**config.mk**
```make
export PLATFORM = sky130hd
export DESIGN_NAME = keyboard_seq_ctl
export DESIGN_NICKNAME = d
export VERILOG_FILES = /design/src/rtl/keyboard_seq_ctl.sv
export SDC_FILE = /design/constraint.sdc
export NUM_CORES = 1
export LEC_CHECK = 0
export CAP_MARGIN = 20
export CORE_ASPECT_RATIO = 0.75
export CORE_MARGIN = 1.5
export CORE_UTILIZATION = 50
export CTS_CLUSTER_DIAMETER = 200
export DETAILED_ROUTE_END_ITERATION = 10
export DONT_BUFFER_PORTS = 1
export GPL_TIMING_DRIVEN = 0
export MAX_ROUTING_LAYER = met4
export PLACE_DENSITY_LB_ADDON = 0.3
export REMOVE_ABC_BUFFERS = 1
export SYNTH_ARGS = -nofsm -noshare
export SYNTH_HDL_FRONTEND = slang
export SYNTH_SLANG_ARGS = --single-unit
```
**constraint.sdc**
```tcl
create_clock -name clk -period 3 [get_ports clk]
set_clock_uncertainty 0.15 [all_clocks]
set_input_delay 0.3 -clock clk [delete_from_list [all_inputs] [get_ports clk]]
set_output_delay 0.3 -clock clk [all_outputs]
set_load 0.05 [all_outputs]
```
**src/rtl/keyboard_seq_ctl.sv**
```systemverilog
// keyboard_seq_ctl: PS/2 scan-code sequencer feeding the game-character logic.
// Tracks the make/break/extended prefixes, keeps the held state for space,
// left and right, and arbitrates left/right so the most recently pressed
// direction wins. A space hold builds up a saturating jump charge, and the
// space release emits it as a one-cycle fire pulse.
// Optional feature: define KBD_SEQ_EXT_ARROWS_EN to make the extended left and
// right arrow codes act as aliases of the A/D keys.
module keyboard_seq_ctl #(
   parameter int unsigned CHARGE_W       = 6,
   parameter int unsigned CHARGE_MAX     = 63,
   parameter int unsigned CHARGE_DIV     = 65000,
   parameter int unsigned TIMEOUT_CYCLES = 650000
) (
   input  logic                clk,
   input  logic                rst,
   input  logic [7:0]          byte_data,
   input  logic                byte_valid,
   output logic                key_space,
   output logic                key_left,
   output logic                key_right,
   output logic [CHARGE_W-1:0] jump_charge,
   output logic                jump_fire,
   output logic [CHARGE_W-1:0] jump_strength
);

   localparam int unsigned PW = (CHARGE_DIV > 1) ? $clog2(CHARGE_DIV) : 1;
   localparam int unsigned TW = (TIMEOUT_CYCLES > 1) ? $clog2(TIMEOUT_CYCLES) : 1;

   localparam logic [1:0] ST_IDLE    = 2'd0;
   localparam logic [1:0] ST_BRK     = 2'd1;
   localparam logic [1:0] ST_EXT     = 2'd2;
   localparam logic [1:0] ST_EXT_BRK = 2'd3;

   localparam logic DIR_RIGHT = 1'b0;
   localparam logic DIR_LEFT  = 1'b1;

   logic [1:0]          r_state;
   logic [TW-1:0]       r_tmo;
   logic                r_space_h;
   logic                r_left_h;
   logic                r_right_h;
   logic                r_last_dir;
   logic [PW-1:0]       r_presc;
   logic [CHARGE_W-1:0] r_charge;
   logic                r_fire;
   logic [CHARGE_W-1:0] r_strength;
   logic                r_key_left;
   logic                r_key_right;

   logic [1:0]          w_state_nx;
   logic                w_make;
   logic                w_brk;
   logic                w_ext;
   logic                w_is_space;
   logic                w_is_left;
   logic                w_is_right;
   logic                w_space_nx;
   logic                w_left_nx;
   logic                w_right_nx;
   logic                w_last_nx;
   logic                w_fire;
   logic                w_space_new;

   // Prefix FSM: classify each strobed byte as make/break, plain or extended.
   always_comb begin
      w_state_nx = r_state;
      w_make     = 1'b0;
      w_brk      = 1'b0;
      w_ext      = 1'b0;
      if (byte_valid) begin
         case (r_state)
            ST_IDLE: begin
               if (byte_data == 8'hF0)      w_state_nx = ST_BRK;
               else if (byte_data == 8'hE0) w_state_nx = ST_EXT;
               else                         w_make     = 1'b1;
            end
            ST_BRK: begin
               w_brk      = 1'b1;
               w_state_nx = ST_IDLE;
            end
            ST_EXT: begin
               if (byte_data == 8'hF0) begin
                  w_state_nx = ST_EXT_BRK;
               end else begin
                  w_make     = 1'b1;
                  w_ext      = 1'b1;
                  w_state_nx = ST_IDLE;
               end
            end
            default: begin
               w_brk      = 1'b1;
               w_ext      = 1'b1;
               w_state_nx = ST_IDLE;
            end
         endcase
      end else if ((r_state != ST_IDLE) && (r_tmo == TW'(TIMEOUT_CYCLES - 1))) begin
         w_state_nx = ST_IDLE;
      end
   end

   // Key decode: plain codes always, arrow aliases only when enabled.
   always_comb begin
      w_is_space = ~w_ext & (byte_data == 8'h29);
`ifdef KBD_SEQ_EXT_ARROWS_EN
      w_is_left  = (~w_ext & (byte_data == 8'h1C)) | (w_ext & (byte_data == 8'h6B));
      w_is_right = (~w_ext & (byte_data == 8'h23)) | (w_ext & (byte_data == 8'h74));
`else
      w_is_left  = ~w_ext & (byte_data == 8'h1C);
      w_is_right = ~w_ext & (byte_data == 8'h23);
`endif
   end

   // Next held state; a typematic repeat of a held key leaves last_dir alone.
   always_comb begin
      w_space_nx  = r_space_h;
      w_left_nx   = r_left_h;
      w_right_nx  = r_right_h;
      w_last_nx   = r_last_dir;
      w_space_new = w_make & w_is_space & ~r_space_h;
      w_fire      = w_brk & w_is_space & r_space_h;
      if (w_make & w_is_space) w_space_nx = 1'b1;
      if (w_make & w_is_left) begin
         w_left_nx = 1'b1;
         if (!r_left_h) w_last_nx = DIR_LEFT;
      end
      if (w_make & w_is_right) begin
         w_right_nx = 1'b1;
         if (!r_right_h) w_last_nx = DIR_RIGHT;
      end
      if (w_brk & w_is_space) w_space_nx = 1'b0;
      if (w_brk & w_is_left)  w_left_nx  = 1'b0;
      if (w_brk & w_is_right) w_right_nx = 1'b0;
   end

   // FSM state and prefix timeout counter.
   always_ff @(posedge clk or negedge rst) begin
      if (!rst) begin
         r_state <= ST_IDLE;
         r_tmo   <= '0;
      end else begin
         r_state <= w_state_nx;
         if (byte_valid || (r_state == ST_IDLE)) r_tmo <= '0;
         else                                    r_tmo <= r_tmo + TW'(1);
      end
   end

   // Held bits and arbitrated direction outputs.
   always_ff @(posedge clk or negedge rst) begin
      if (!rst) begin
         r_space_h   <= 1'b0;
         r_left_h    <= 1'b0;
         r_right_h   <= 1'b0;
         r_last_dir  <= DIR_RIGHT;
         r_key_left  <= 1'b0;
         r_key_right <= 1'b0;
      end else begin
         r_space_h   <= w_space_nx;
         r_left_h    <= w_left_nx;
         r_right_h   <= w_right_nx;
         r_last_dir  <= w_last_nx;
         r_key_left  <= w_left_nx & (~w_right_nx | (w_last_nx == DIR_LEFT));
         r_key_right <= w_right_nx & (~w_left_nx | (w_last_nx == DIR_RIGHT));
      end
   end

   // Jump charge prescaler, saturating charge and fire/strength latch.
   always_ff @(posedge clk or negedge rst) begin
      if (!rst) begin
         r_presc    <= '0;
         r_charge   <= '0;
         r_fire     <= 1'b0;
         r_strength <= '0;
      end else begin
         r_fire <= w_fire;
         if (w_fire) begin
            r_strength <= r_charge;
            r_charge   <= '0;
            r_presc    <= '0;
         end else if (w_space_new) begin
            r_charge <= '0;
            r_presc  <= '0;
         end else if (r_space_h) begin
            if (r_presc == PW'(CHARGE_DIV - 1)) begin
               r_presc <= '0;
               if (r_charge != CHARGE_W'(CHARGE_MAX)) r_charge <= r_charge + CHARGE_W'(1);
            end else begin
               r_presc <= r_presc + PW'(1);
            end
         end
      end
   end

   assign key_space     = r_space_h;
   assign key_left      = r_key_left;
   assign key_right     = r_key_right;
   assign jump_charge   = r_charge;
   assign jump_fire     = r_fire;
   assign jump_strength = r_strength;

endmodule

```
==> results of run 1 <==
## through the flow
stage	power [W]	std cells	hold slack (ns)	utilization	setup slack, ns
floorplan	0.000952	301	-0.146	-	0.789
global placement	0.000977	379	-0.145	0.524	0.403
detailed placement	0.000983	379	-0.145	0.525	0.523
CTS	0.00173	397	0.0678	0.567	0.507
global route	0.00178	397	0.0777	0.567	0.399
finish	0.00171	397	0.0853	0.567	0.517
## registers in the layout (all words and copies together) (netlist names), 2 cells and up
name           count
jump_charge        6
jump_strength      6
r_presc           16
r_state            2
r_tmo             20
## report_power, final
part | internal, W | switching [W] | total [W]
Sequential | 0.000813 | 0.0000632 | 0.000877
Combinational | 0.0000509 | 0.0000672 | 0.000118
Clock | 0.000422 | 0.000293 | 0.000714
Total | 0.00129 | 0.000423 | 0.00171
## metal layers
layer  global-route usage  up-vias
met3               0.0614        4
li1                     -     1126
met4               0.0872        0
met2                0.284       73
met1                0.323     1128
met5                    -        -
## synthesized netlist by cell type (6+ instances only)
master	instances
a21oi_1	10
and3_1	9
dfrtp_1	57
inv_1	12
mux2_2	6
nand2_1	32
nand3_1	22
nor2_1	31
nor3_1	9
nor4_1	6
o21ai_0	12
o21ai_1	8
or3_1	7
xnor2_1	18
## final cells by class
type,instances,area share
Sequential cell,57,0.436
Clock inverter,3,0.0122
Tap cell,78,0.0299
Inverter,12,0.0138
Timing Repair Buffer,3,0.0145
Clock buffer,12,0.0475
Multi-Input combinational cell,232,0.446
## layout by cell type, fill, tap and decap left out, drive strengths merged, types with 2 or more instances in the layout
cell | synthesis | layout
dfrtp | 57 | 57
nand2 | 32 | 32
nor2 | 31 | 31
nand3 | 22 | 22
o21ai | 20 | 20
xnor2 | 18 | 18
inv | 12 | 12
clkbuf | 5 | 12
a21oi | 10 | 10
nor3 | 10 | 10
and3 | 9 | 9
or3 | 7 | 7
nor4 | 7 | 7
mux2 | 6 | 6
nand4 | 5 | 5
or4 | 5 | 5
nand2b | 4 | 4
nor4b | 3 | 3
xor2 | 3 | 3
nor2b | 3 | 3
ha | 3 | 3
and2 | 2 | 2
a31o | 2 | 2
nand4b | 2 | 2
a31oi | 2 | 2
o31a | 2 | 2
a21o | 2 | 2
o311ai | 2 | 2
a22o | 2 | 2
mux2i | 2 | 2
clkinv | 0 | 2
dlygate4sd3 | 0 | 2
o32a | 2 | 2
or4b | 2 | 2
## worst reg2reg max path, delay by kind of cell, from the launching register on
| kind | cells | cell delay [ns] |
|---|---|---|
| DFF | 1 | 0.47 |
| and+or+nand+nor | 5 | 1.74 |
## cell families (layout without fill, tap and decap cells)
group | Yosys count | in the layout
AOI/OAI and AO/OA | 49 | 49
xor gates and xnor gates | 21 | 21
adders and majority gates | 3 | 3
buffers and inverters | 20 | 30
DFF | 57 | 57
muxes | 8 | 8
and+or+nand+nor | 151 | 151
## worst min path at each step
stage | to | slack, ns | cells after the start
final | r_state[1] | 0.09 | 2
after CTS | r_state[1] | 0.07 | 2
after detailed placement | r_tmo[1] | -0.14 | 0
after floorplan | jump_charge[0] | -0.15 | 0
after global routing | r_state[1] | 0.08 | 2
after global placement | r_tmo[1] | -0.14 | 0
## repair_timing
item / 4_1_cts / 5_1_grt
endpoints found under the setup margin: 0 / 0
hold buffers: 3 / 0
hold endpoints to repair: 58 / 0
==> results_dict.tcl, run 1 <==
set metrics [dict create \
    max_stage_delay_ns 0.58 \
    ys_top_cells_by_area "dfrtp_1 (48%), xnor2_1 (5.3%), nand2_1 (4.0%), nor2_1 (3.9%), nand3_1 (3.7%)" \
    yosysSeqAreaShare 0.481 \
    die_width_microns 92.0 \
    worst-path-buf-inv 0 \
    async_reset_ff_frac 1.00 \
    vias 2331 \
    htreeDepth 3 \
    path_cells "or4b_4, or4_4, nand3_1, or3_1, nand3_1" \
    placedInstanceArea_sq_um 3030 \
    ant_nets 0 \
    vias_per_cell 5.87 \
    r2r_setup_slack_ns 0.52 \
    multi_input_area_sq_um 1460 \
    hold_path.class "in2reg" \
    synth_top_family_by_area "simple AND/OR/NAND/NOR gates" \
    cp.required_ns 3.06 \
    hold_viol 0 \
    wl_per_cell_microns 15.5 \
    cp.depth 5 \
    worst-slew-pin-transition_ns 0.834 \
    synth_fa_ha_area_frac 0.0126 \
    final_cell_area_sq_um 3270 \
    insertion_delay_ns 0.33 \
    syn_inst 309 \
    wl_met3_microns 393 \
    dp_hpwl_microns 4130 \
    routed_wl_microns 6150 \
    synth-simple-area-share 0.279 \
    startpoint "r_presc[9]" \
    muxShareOfSynthArea 0.0295 \
    antenna_found_initial 0 \
    syn_area_sq_um 2970 \
    critPathCapture "r_presc[12]" \
    outcome "complete, no violations" \
    slew_viol_final 0 \
    timing.rr.end "r_presc[12]" \
    fill_cells 511 \
    yosysWarnings 0 \
    cts_tree "yes" \
    r2r-start "r_presc[9]" \
    cp-end-kind "flop" \
    gp_congestion 0.797 \
    first_global_vias 2161 \
    hold_path.startpoint "byte_data[4]" \
    clk_pin_slew_ns 0.06 \
    grt_pass1_wl_microns 10600 \
    synth_ff_type "dfrtp_1" \
    grt_overflow 0 \
    die_h_microns 69.7 \
    fin_nets 329 \
    crit_path_frequent_cell "nand3_1" \
    grt_max_degree 58 \
    timing.max_cap.violations 0 \
    crit_arrival_ns 2.54 \
    cts_resized 0 \
    layout_min_cycle_time_ns 2.48 \
    startpoint_type "flop" \
    num_rows 24 \
    io-pin-count 27 \
    avgSynthCellArea_sq_um 9.60 \
    rsz0062_at_grt "false" \
    clock_path_buffers 2 \
    met2_length_microns 2550 \
    cts_made_buffers 9 \
    coreArea_sq_um 5770 \
    portBuffers 0 \
    dieArea_sq_um 6410 \
    cts-root-buf "clkbuf_8" \
    final_layout_size_suffix_gt1_frac 0.103 \
    postCtsSetupRepairBufs 0 \
    grt_util_all_layers 0.220 \
    syn_to_final_growth_pct 10.2 \
    first_iter_violations 244 \
    synth_top_area_frac 0.481 \
    timing.setup.tns_ns 0 \
    peakVddDrop_mv 0.254 \
    top_layer "met4" \
    drc 0 \
    relSlewSlack 0.444 \
    synth_cell_types 54 \
    synth-edff-count 0 \
    clock.fmax_mhz 403 \
    critPathKind "reg2reg" \
    synth_seq_cells 57 \
    crit_family "simple AND/OR/NAND/NOR gates" \
    firstDrtPassIters 4 \
    synth_compound_area_frac 0.107 \
    p_leak_nw 1.32 \
    synth_top_cell_by_area "dfrtp_1" \
    min_period_over_period 0.828 \
    setup_violations 0 \
    start_util 0.515 \
    cpMaxStageDelayCell "or4b_4" \
    synth-xor-area-share 0.0620 \
    pwr_density_cell_nw_per_um2 523 \
    ff_latch_area_sq_um 1430 \
    cts_sinks 57 \
    wl_met1_microns 3150 \
    diodes 0 \
    reg2reg_depth 5 \
    cp_max_fo 11 \
]
Note: power is estimated with default switching activity, not from simulation.
==> run 2, diff against run 1 <==
clock period = 2.1 ns   (was 3 ns; I/O delays follow)
==> run 2 against run 1 <==
The flow now finishes with violations (negative setup slack). Via count increased by 7.3%. Cell count rose by 4.3%. Sequential share of layout area down 3.1 points. Clock-buffer cell count unchanged. Fmax grew 10%. Combinational power up 85%. Largest power group unchanged. Clock power up 43%. Utilization rose by 4.7 points.
==> results_dict.tcl, run 2 (same netlist as run 1, synthesis figures left out) <==
set metrics [dict create \
    outcome "finished, violations left" \
    violations "negative setup slack" \
    cp.depth 6 \
    cpMaxStageDelayCell "or4b_4" \
    hold_viol 0 \
    setup_violations 16 \
    top_regs "r_tmo x20, r_presc x16" \
    htreeDepth 3 \
    wl_per_cell_microns 16.6 \
    reg2reg_depth 6 \
    timing.max_cap.violations 0 \
    seq_power_share 0.503 \
    clkPwrFrac 0.409 \
    portBuffers 0 \
    rsz0062_at_grt "true" \
    clock.fmax_mhz 444 \
    cts_tree "yes" \
    drc 0 \
    dp_cells 379 \
    cts_made_buffers 9 \
    grt_max_degree 58 \
    worst-path-buf-inv 1 \
    hold_path.class "in2reg" \
    clk_pin_slew_ns 0.06 \
    final_common_cell "dfrtp_1" \
    top_usage_layer "met1" \
    finalPower_w 0.00250 \
    first_iter_violations 414 \
    pwr_density_cell_nw_per_um2 706 \
    diodes 0 \
    final_core_util 0.614 \
    cp-end-kind "flop" \
    crit_family "simple AND/OR/NAND/NOR gates" \
    vias_per_cell 6.04 \
    io-pin-count 27 \
    slew_viol_final 0 \
    gr-usage-met3 0.0658 \
    insertion_delay_ns 0.34 \
    cts-root-buf "clkbuf_8" \
    antenna_found_initial 0 \
    max_stage_delay_ns 0.56 \
    final_layout_size_suffix_gt1_frac 0.196 \
    grt_pass1_wl_microns 11500 \
    layout_min_cycle_time_ns 2.25 \
    stdcell_count 414 \
    largest_reg_flops 20 \
    p_leak_nw 1.46 \
    whs_ns 0.0424 \
    min_period_over_period 1.07 \
    cp_max_fo 5 \
    coreArea_sq_um 5770 \
    die_width_microns 92.0 \
    first_global_vias 2350 \
    sw_frac_of_total 0.253 \
    grt_overflow 0 \
    worst-slew-pin-transition_ns 0.661 \
    routed_wl_microns 6860 \
    start_util 0.515 \
    syn_to_final_growth_pct 19.3 \
    critPathKind "reg2reg" \
    gp_congestion 0.797 \
    cts_sinks 57 \
    layout_setup_ws_ns -0.153 \
    met1_usage 0.333 \
    num_rows 24 \
    grt_use_met2 0.326 \
    fin_nets 346 \
    vias 2502 \
    holdPathStages 3 \
    die_h_microns 69.7 \
    p_comb_frac 0.087 \
    path_cells "or4b_4, or4_4, buf_4, nand3_2, or3_1, o21ai_1" \
    startpoint_type "flop" \
    peakVddDrop_mv 0.376 \
    power.internal_w 0.00187 \
    grt_util_all_layers 0.239 \
    dp_hpwl_microns 4130 \
    dieArea_sq_um 6410 \
    crit_arrival_ns 2.32 \
    ant_nets 0 \
    fill_cells 460 \
    switchingPower_w 0.000633 \
    cp.required_ns 2.17 \
    largest_register "r_tmo" \
    relSlewSlack 0.559 \
    post-place-ws_ns -0.377 \
    final_cell_mix "dfrtp_1 (51), nand2_1 (32), nor2_1 (31)" \
    firstDrtPassIters 5 \
    clock_path_buffers 2 \
]
[run 2: cell types whose count changed in the layout (fill, tap and decap cells not counted), moves of 2 or more]
cell and change:
o21ai_1 +5, dfrtp_1 -6, nand3_2 +2, buf_6 +2
dfrtp_2 +6, nand3_1 -2, nor4_4 +2, nor4_1 -2
buf_4 +12, o21ai_0 -5
[run 2: metal layers]
layer	share of wire	wire, microns
met1	0.47	3250
met2	0.42	2890
met3	0.081	558
met4	0.023	160
met5	0	0
[run 2: final timing paths]
| check | from | endpoint | slack (ns) |
|---|---|---|---|
| max | r_presc[4] | r_presc[3] | -0.15 |
| min | byte_valid | r_last_dir | 0.04 |
| max reg2reg | r_presc[4] | r_presc[3] | -0.15 |
| min reg2reg | r_tmo[0] | r_tmo[0] | 0.31 |
| max in group asynchronous | rst | r_presc[9] | 1.29 |
| min in group asynchronous | rst | r_tmo[17] | 0.26 |
[run 2: power by group through the flow]
stage	combinational (W)	clock [W]	sequential [W]
floorplan	0.000116	0	0.00124
global placement	0.000131	0	0.00126
detailed placement	0.000138	0	0.00127
CTS	0.000178	0.00105	0.00125
global route	0.000245	0.00109	0.00126
finish	0.000218	0.00102	0.00126
[run 2: metrics by stage]
step	instance area, sq um	TNS [ns]
3_3_place_gp	3020	-6.75
4_1_cts	3460	-1.08
6_report	3540	-1.30
5_1_grt	3540	-1.87
3_5_place_dp	3030	-6.67
2_1_floorplan	2930	-1.07
[run 2: layout make-up]
| type | count | area (sq um) | area share |
|---|---|---|---|
| Clock buffer | 12 | 155 | 0.0438 |
| Clock inverter | 3 | 40.0 | 0.0113 |
| Inverter | 12 | 45.0 | 0.0127 |
| Multi-Input combinational cell | 234 | 1600 | 0.452 |
| Sequential cell | 57 | 1430 | 0.405 |
| Tap cell | 78 | 97.6 | 0.0276 |
| Timing Repair Buffer | 18 | 170 | 0.0481 |
[run 2: tightest hold or removal path, cell delays in order]
cell	delay, ns
nand2b_1	0.09
nor4_1	0.08
nor2_1	0.09
[run 2: timing repair]
| item | in CTS | in global routing |
|---|---|---|
| hold buffers | 4 | 0 |
| gates resized for setup | 20 | 12 |
| pin swaps | 12 | 4 |
| endpoints found under the setup margin | 24 | 30 |
| gates cloned | 2 | 0 |
| setup buffers | 10 | 4 |
| hold endpoints to repair | 60 | 0 |
